$ cat src/rtl/stb_drain_arb.sv
// stb_drain_arb: per-thread store-buffer occupancy tracking and credit-limited
// round-robin drain of pending stores onto the single PCX store-request port.
module stb_drain_arb #(
  parameter int NENT    = 8,
  parameter int CREDITS = 2
) (
  input  logic       clk,
  input  logic       rst_l,
  input  logic [3:0] stb_alloc,
  input  logic [3:0] stb_flush,
  input  logic       pcx_gnt,
  input  logic       pcx_ack,
  input  logic [1:0] pcx_ack_tid,
  output logic       pcx_req,
  output logic [1:0] pcx_req_tid,
  output logic [3:0] stbcnt0,
  output logic [3:0] stbcnt1,
  output logic [3:0] stbcnt2,
  output logic [3:0] stbcnt3,
  output logic [3:0] stb_full,
  output logic       stb_err
);
  localparam logic [3:0] FULL = 4'(NENT);
  localparam logic [1:0] CRED = 2'(CREDITS);
  logic [3:0][3:0] cnt_q, cnt_d, iss_q, iss_d;
  logic [1:0] cred_q, cred_d, cred_p, last_q, last_d, tid_q, tid_d, sel, idx;
  logic req_q, req_d, err_q, err_d, gnt, ack_ok, found, hold, load;
  logic [3:0] gv, av, ovf, avail;
  always_comb begin
    gnt = req_q && pcx_gnt;
    ack_ok = pcx_ack && iss_q[pcx_ack_tid] != '0;
    cred_p = cred_q + 2'(gnt);
    cred_d = cred_p - 2'(ack_ok);
    last_d = gnt ? tid_q : last_q;
    gv = '0;
    av = '0;
    ovf = '0;
    avail = '0;
    iss_d = iss_q;
    cnt_d = cnt_q;
    for (int t = 0; t < 4; t++) begin
      gv[t] = gnt && tid_q == 2'(t);
      av[t] = ack_ok && pcx_ack_tid == 2'(t);
      ovf[t] = stb_alloc[t] && cnt_q[t] == FULL && !av[t];
      iss_d[t] = iss_q[t] + 4'(gv[t]) - 4'(av[t]);
      // a flush keeps only issued entries, so the count collapses onto iss
      cnt_d[t] = stb_flush[t] ? iss_d[t] : cnt_q[t] + 4'(stb_alloc[t] && !ovf[t]) - 4'(av[t]);
      avail[t] = !stb_flush[t] && cnt_q[t] - iss_q[t] - 4'(gv[t]) != '0;
    end
    err_d = err_q || (pcx_ack && !ack_ok) || ovf != '0;
    found = 1'b0;
    sel = last_d;
    idx = last_d;
    for (int i = 1; i <= 4; i++) begin
      idx = last_d + 2'(i);
      if (!found && avail[idx]) begin
        found = 1'b1;
        sel = idx;
      end
    end
    hold = req_q && !pcx_gnt;
    load = found && cred_p < CRED;
    req_d = hold ? !stb_flush[tid_q] : load;
    tid_d = hold ? tid_q : load ? sel : tid_q;
  end
  always_ff @(posedge clk) begin
    if (!rst_l) begin
      cnt_q <= '0;
      iss_q <= '0;
      cred_q <= '0;
      last_q <= 2'd3;
      tid_q <= '0;
      req_q <= 1'b0;
      err_q <= 1'b0;
    end else begin
      cnt_q <= cnt_d;
      iss_q <= iss_d;
      cred_q <= cred_d;
      last_q <= last_d;
      tid_q <= tid_d;
      req_q <= req_d;
      err_q <= err_d;
    end
  end
  assign pcx_req = req_q;
  assign pcx_req_tid = tid_q;
  assign stbcnt0 = cnt_q[0];
  assign stbcnt1 = cnt_q[1];
  assign stbcnt2 = cnt_q[2];
  assign stbcnt3 = cnt_q[3];
  assign stb_full = {cnt_q[3] == FULL, cnt_q[2] == FULL, cnt_q[1] == FULL, cnt_q[0] == FULL};
  assign stb_err = err_q;
endmodule

$ cat config.mk
export PLATFORM = sky130hd
export DESIGN_NAME = stb_drain_arb
export DESIGN_NICKNAME = d
export VERILOG_FILES = /design/src/rtl/stb_drain_arb.sv
export SDC_FILE = /design/constraint.sdc
export NUM_CORES = 1
export LEC_CHECK = 0
export ABC_AREA = 1
export BUFFER_PORTS_ARGS = -buffer_cell sky130_fd_sc_hd__buf_2
export CAP_MARGIN = 20
export CORE_MARGIN = 2
export CORE_UTILIZATION = 35
export DETAILED_ROUTE_END_ITERATION = 16
export GPL_TIMING_DRIVEN = 0
export PLACE_DENSITY_LB_ADDON = 0.12
export SYNTH_ARGS = -nofsm -noshare
export SYNTH_HDL_FRONTEND = slang
export SYNTH_SLANG_ARGS = --single-unit
$ cat constraint.sdc
create_clock -name clk -period 4.29 [get_ports clk]
set_clock_uncertainty 0.15 [all_clocks]
set_input_delay 0.2145 -clock clk [delete_from_list [all_inputs] [get_ports clk]]
set_output_delay 0.2145 -clock clk [all_outputs]
set_load 0.02 [all_outputs]
==> summary.md, run 1 <==
| Metric | Value |
|---|---|
| FP Rows | `37` |
| Endpoints failing setup | `0` |
| Die width | `about 110 um` |
| Unique masters post-synth | `35` |
| Crit path capture type | `register` |
| Bufs on Longest Clock Path | `2` |
| R2r endpoint | `pcx_req_tid[0]` |
| Final core utilization | `about two fifths` |
| Layout cells sized above 1 | `14.6%` |
| Core region area | `10200 um2` |
| Worst reg2reg path startpoint | `pcx_req` |
| Root buf cell | `clkbuf_8` |
| WL/cell | `about 12 um` |
| Syn_area_per_cell | `7.29 um2` |
| Via/cell ratio | `4.64` |
| Placed cells | `668` |
| Max-slew violations | `0` |
| DRC errors left | `0` |
| R2R depth | `24` |
| Clock latency on the worst-skew pair | `300 ps` |
| Vias in the first global route | `~3000` |
| Via count | `3138` |
| Final period util | `89.5%` |
| RSZ-0062 raised after global routing | `no` |
| H-tree depth | `2` |
| Non-filler cells, final | `677` |
| Hold path depth | `3` |
| Top FF cell, synth | `dfxtp_1` |
| DPL Wire Length | `6920 um` |
| Fin crit period | `about 3800 ps` |
| Final-report hold violation count | `0` |
| Actual slew at the worst max-slew pin | `638 ps` |
| Final Total Pwr | `0.00260 W` |
| Number of synthesized flops with an enable pin | `0` |
| Final #Nets | `620` |
| Initial antenna violation count | `0` |
| Synth Register Bits | `40` |
| Leakage | `~2.0 nW` |
| Fmax | `260 MHz` |
| Sequential share of the synthesized area | `approximately 22%` |
| Min-delay src | `stb_flush[2]` |
| Placer Congestion | `0.821` |
| PortBufs | `36` |
| Filler cells | `1114` |
| Slew HR | `a little under three fifths` |
| Antenna Cells | `0` |
| CTS clk-pin slew, worst paths | `90 ps` |
| Num ports | `38` |
| Critical Path Fanout Max | `6` |
| DIE AREA | `11200 um2` |
| GRT overflow | `0` |
| DRT Pass-1 Iters | `4` |
| TritonCTS clock tree | `yes` |
| Setup TNS | `0 ps` |
| HP Class | `input port to register` |
| Data arrival time of the critical path | `3890 ps` |
| Final WL | `8180 um` |
| CP required | `4340 ps` |
| Post-Synthesis Cells | `496` |
| GRT Total Usage | `between 10% and 20%` |
| Ys Warns | `0` |
| 1st-iter DRT viols | `roughly 110` |
| Syn Nets | `576` |
| Max Cap Viol | `0` |
| Initial Utilization | `35.5%` |
| Pin count of the biggest net entering global routing | `15` |
| CP Class | `register to register` |
| Power per cell area | `636 nW/um2` |
| Clock net sink count | `40` |
| Layout area overhead | `13.2%` |
| Reg2Reg Setup Slack | `450 ps` |
| Maximum vdd drop | `235 uV` |
| Mapped Area | `between 3000 and 4000 um2` |
| Element type at the critical path start | `register` |
| First-pass GRT wire length | `13800 um` |
| ANT nets after route | `0` |
| Async set-reset flop share out of synthesis | `0%` |
| CTS Buf Count | `5` |
| Status | `completed` |
| Hold endpoint | `stbcnt2[0]` |
| Die Y | `106 um` |
-- state kept, by name, summed over array words and instances, names as in the netlist --
name,count
cred_q,2
stbcnt3,4
pcx_req_tid,2
stb_err,1
pcx_req,1
stbcnt1,4
last_q,2
iss_q,16
stbcnt0,4
stbcnt2,4
-- power by group --
part | internal (W) | switching (W)
combinational | 0.000674 | 0.00101
sequential | 0.000481 | 0.000108
clock | 0.000176 | 0.000156
-- worst max-delay path, stage by stage, from the launching register on --
cell      delay (ps)
dfxtp_1          400
nand2_2          100
inv_4            110
nand2_2           80
inv_1             80
nand2_1          100
fa_1             550
inv_1             60
ha_1             170
nor2_1           130
inv_1             70
fa_1             440
o21bai_1         170
nor3_1           150
nand3_1          150
nand3_1          130
nand3_2          120
nand2_4          100
nand2_2           70
inv_2             60
nand2_2           50
nand2_1           50
nand2_1           50
a21oi_1          140
nor2_1            70
-- cells by family after synthesis --
| group | Yosys count | synth area share, % |
|---|---|---|
| simple gates | 199 | 24.6 |
| buf+inv | 109 | 11.5 |
| fa+ha+maj | 66 | 26.2 |
| compound gates | 58 | 9.21 |
| flops | 40 | 22.2 |
| xor+xnor | 24 | 6.34 |
-- synthesized netlist by cell type (5+ instances only) --
master | n | area, um2
nand3_1 | 44 | 220
ha_1 | 50 | 626
fa_1 | 16 | 320
nand2_1 | 81 | 304
nor2_1 | 49 | 184
o21ai_0 | 12 | 60.1
nor3_1 | 7 | 35.0
xnor2_1 | 12 | 105
nand4_1 | 6 | 37.5
inv_1 | 82 | 308
xor2_1 | 11 | 96.3
dfxtp_1 | 40 | 801
nand2_2 | 5 | 31.3
inv_2 | 18 | 67.6
a21oi_1 | 31 | 155
-- worst max path at each step --
stage                  from              to  slack [ps]  depth (start not counted)
finish              pcx_req  pcx_req_tid[0]         450                         24
floorplan           pcx_req  pcx_req_tid[0]         770                         24
global route        pcx_req  pcx_req_tid[1]         140                         24
global placement    pcx_req  pcx_req_tid[0]         490                         22
detailed placement  pcx_req  pcx_req_tid[0]         470                         24
CTS                 pcx_req  pcx_req_tid[0]         440                         24
-- per-stage QoR --
stage,hold WS [ps],area [um2],worst slack [ps]
final,13.8,4090,450
after global routing,43.1,4090,144
after CTS,13.2,4090,435
after detailed placement,298,3960,475
after global placement,302,3960,490
after floorplan,155,3610,771
-- cell type report --
| cell class | count | area [um2] | share of cell area (%) |
|---|---|---|---|
| Multi-Input combinational cell | 347 | 2400 | 58.6 |
| Tap cell | 136 | 170 | 4.16 |
| Timing Repair Buffer | 37 | 190 | 4.65 |
| Inverter | 105 | 402 | 9.82 |
| Clock buffer | 5 | 68.8 | 1.68 |
| Sequential cell | 40 | 801 | 19.6 |
| Clock inverter | 3 | 46.3 | 1.13 |
| Buffer | 4 | 15.0 | 0.367 |
-- per-layer routing --
layer / track usage [%] / vias up / part of all wire [%] / wire length (um)
li1: - / 1657 / - / -
met1: 20.7 / 1436 / 50 / 4100
met2: 26.3 / 38 / 47 / 3840
met3: 2.10 / 7 / 2.0 / 167
met4: 3.38 / 0 / 0.94 / 77
met5: 0 / - / 0 / 0
-- cells in the final DEF, fill, tap and decap left out, types with 2 or more instances in the layout --
cell / instances
a211oi_1: 4
a21oi_1: 31
buf_2: 36
clkbuf_1: 3
clkbuf_8: 5
clkinv_1: 3
dfxtp_1: 40
fa_1: 16
ha_1: 50
inv_1: 82
inv_2: 18
nand2_1: 81
nand2_2: 5
nand2_4: 2
nand3_1: 44
nand4_1: 6
nor2_1: 49
nor3_1: 7
o21ai_0: 12
o21ai_1: 4
o21bai_1: 2
xnor2_1: 12
xor2_1: 11
-- timing repair --
action / in CTS / in global routing
buffers inserted: 0 / 0
hold buffers: 1 / 0
gates resized for setup: 0 / 0
endpoints found under the hold margin: 1 / 0
(Power assumes the default switching activity.)
==> inputs of run 2 (changes only) <==
- BUFFER_PORTS_ARGS: -buffer_cell sky130_fd_sc_hd__buf_2 -> default
- CELL_PAD_IN_SITES_DETAIL_PLACEMENT: default -> 2
- CELL_PAD_IN_SITES_GLOBAL_PLACEMENT: default -> 2
- CORE_UTILIZATION: 35 -> 37
- DONT_BUFFER_PORTS: default -> 1
==> run 2 against run 1 <==
  * Core utilization grew 1.1 points
  * Non-clock buffer count shrank 32
  * Sequential power grew 15%
  * Via count grew 1.5%
  * Maximum frequency shrank 1.7%
  * Largest cell class unchanged
==> summary.md, run 2 (synthesized netlist as in run 1, its figures left out) <==
| Metric | Value |
|---|---|
| Status | `completed` |
| CP Class | `register to register` |
| Max-slew violations | `0` |
| Initial Utilization | `37.5%` |
| WL/cell | `16.3 um` |
| TritonCTS clock tree | `yes` |
| Final WL | `10500 um` |
| CTS clk-pin slew, worst paths | `about 90 ps` |
| Via count | `3186` |
| Placer Congestion | `0.814` |
| Critical Path Fanout Max | `6` |
| GRT overflow | `0` |
| Die width | `103 um` |
| Buf/Inv on CP | `5` |
| Core region area | `9640 um2` |
| ANT nets after route | `0` |
| Post-CTS setup buffers | `0` |
| GRT Total Usage | `approximately a fifth` |
| Vias in the first global route | `3552` |
| Via/cell ratio | `4.96` |
| Worst-path cell chain | `nand2_2, inv_4, nand2_2, inv_1, nand2_1, fa_1, inv_1, ha_1, nor2_1, inv_1, fa_1, o21bai_1, nor3_2, nand3_2, nand3_2, nand3_2, nand2_4, nand2_2, inv_2, nand2_2, nand3_1, nand2_1, nand2_1, a21oi_2` |
| DPL Wire Length | `approximately 8700 um` |
| Final period util | `91.1%` |
| Fmax | `256 MHz` |
| Worst path max stage delay | `~580 ps` |
| PortBufs | `0` |
| Layout cells sized above 1 | `around 10%` |
| Placed cells | `629` |
| First-pass GRT wire length | `17000 um` |
| Num ports | `38` |
| Data arrival time of the critical path | `3920 ps` |
| Commonest non-fill, non-tap cell in the layout | `inv_1` |
| DRC errors left | `0` |
| Crit. path cell count | `24` |
| Clock net sink count | `40` |
| Family with the most delay on the worst path | `simple AND/OR/NAND/NOR gates` |
| Leakage | `between 1.5 and 2 nW` |
| DIE AREA | `10600 um2` |
| FP Rows | `36` |
| H-tree depth | `2` |
| Die Y | `103 um` |
| 1st-iter DRT viols | `55` |
| RSZ-0062 raised after global routing | `no` |
| R2R depth | `24` |
| Layout area overhead | `9.90%` |
| Setup TNS | `0 ps` |
| Maximum vdd drop | `196 uV` |
| HP Class | `input port to register` |
| CP most frequent cell | `nand2_2` |
| CP required | `between 4000 and 5000 ps` |
| Element type at the critical path start | `register` |
| Fin crit period | `3910 ps` |
| Power per cell area | `slightly below 700 nW/um2` |
| Clock latency on the worst-skew pair | `approximately 310 ps` |
| Initial antenna violation count | `0` |
| Largest register FFs | `16` |
| Final #Nets | `just under 600` |
| Final-report hold violation count | `0` |
| Root buf cell | `clkbuf_8` |
| CTS Buf Count | `5` |
| Non-filler cells, final | `642` |
| Pin count of the biggest net entering global routing | `13` |
| Bufs on Longest Clock Path | `2` |
| Top reg by flops | `iss_q` |
| Max Cap Viol | `0` |
| Slew HR | `43.0%` |
| Commonest cells after routing, fill and taps aside | `82 x inv_1, 80 x nand2_1, 50 x ha_1, 49 x nor2_1, 41 x nand3_1` |
| Hold path depth | `2` |
| Endpoints failing setup | `0` |
| Actual slew at the worst max-slew pin | `roughly 850 ps` |
| Slowest cell on crit path | `fa_1` |
| DRT Pass-1 Iters | `4` |
| Crit path capture type | `register` |
| Antenna Cells | `0` |
-- run 2: changes by cell type in the layout (fill, tap and decap cells not counted), moves of 2 or more --
| cell | before | now |
|---|---|---|
| dfxtp_1 | 40 | 37 |
| dlygate4sd3_1 | 1 | 5 |
| nand3_1 | 44 | 41 |
| dfxtp_2 | 0 | 2 |
| buf_2 | 36 | 0 |
| nand3_2 | 1 | 4 |
| nor3_1 | 7 | 5 |
| nor3_2 | 0 | 2 |
-- run 2: report_power, final --
| group | leakage [nW] | internal, W | switching, W |
|---|---|---|---|
| sequential | 0.331 | 0.000486 | 0.000192 |
| combinational | 1.51 | 0.000649 | 0.00102 |
| clock | 0.0552 | 0.000173 | 0.000149 |
| total | 1.90 | 0.00131 | 0.00136 |
-- run 2: layout make-up --
type	count	area, um2
plain buffers	4	15.0
clock buffers	6	72.6
clock inverters	2	35.0
fillers	1188	5670
inverters	105	402
multi-input cells	347	2420
flip-flops and latches	40	807
well taps	133	166
repair buffers	5	50.0
-- run 2: per-stage QoR --
stage	util [%]	setup slack [ps]	hold WS [ps]	power (W)	area [um2]
finish	41.2	384	36.7	0.00267	3970
global route	41.2	39.9	33.8	0.00297	3970
CTS	40.8	61.0	31.5	0.00268	3940
detailed placement	39.2	123	162	0.00234	3780
global placement	39.2	207	161	0.00222	3780
floorplan	-	771	155	0.00192	3610
-- run 2: final timing paths --
kind / from / endpoint / slack (ps)
worst max-delay path: pcx_req / pcx_req_tid[1] / 380
worst min-delay path: stb_flush[3] / stbcnt3[1] / 40
worst min register to register: pcx_req / pcx_req / 420
worst max register to register: pcx_req / pcx_req_tid[1] / 380
-- run 2: per-layer routing --
layer	global-route usage, %	routed length [um]	vias to the layer above
li1	-	-	1592
met1	24.1	4490	1548
met2	41.7	5590	39
met3	2.98	290	7
met4	3.04	82	0
met5	0	0	-
-- run 2: timing repair --
action                     CTS  global route
resized for setup            0            10
hold endpoints to repair     8             0
hold buffers                 5             0
setup endpoints to repair    0             3
-- run 2: worst register-to-register path, delay by kind of cell (launching register included) --
family / cells / cell delay, ps
fa+ha+maj: 3 / 1180
simple gates: 14 / 1410
buf+inv: 5 / 390
flops: 1 / 410
compound gates: 2 / 220
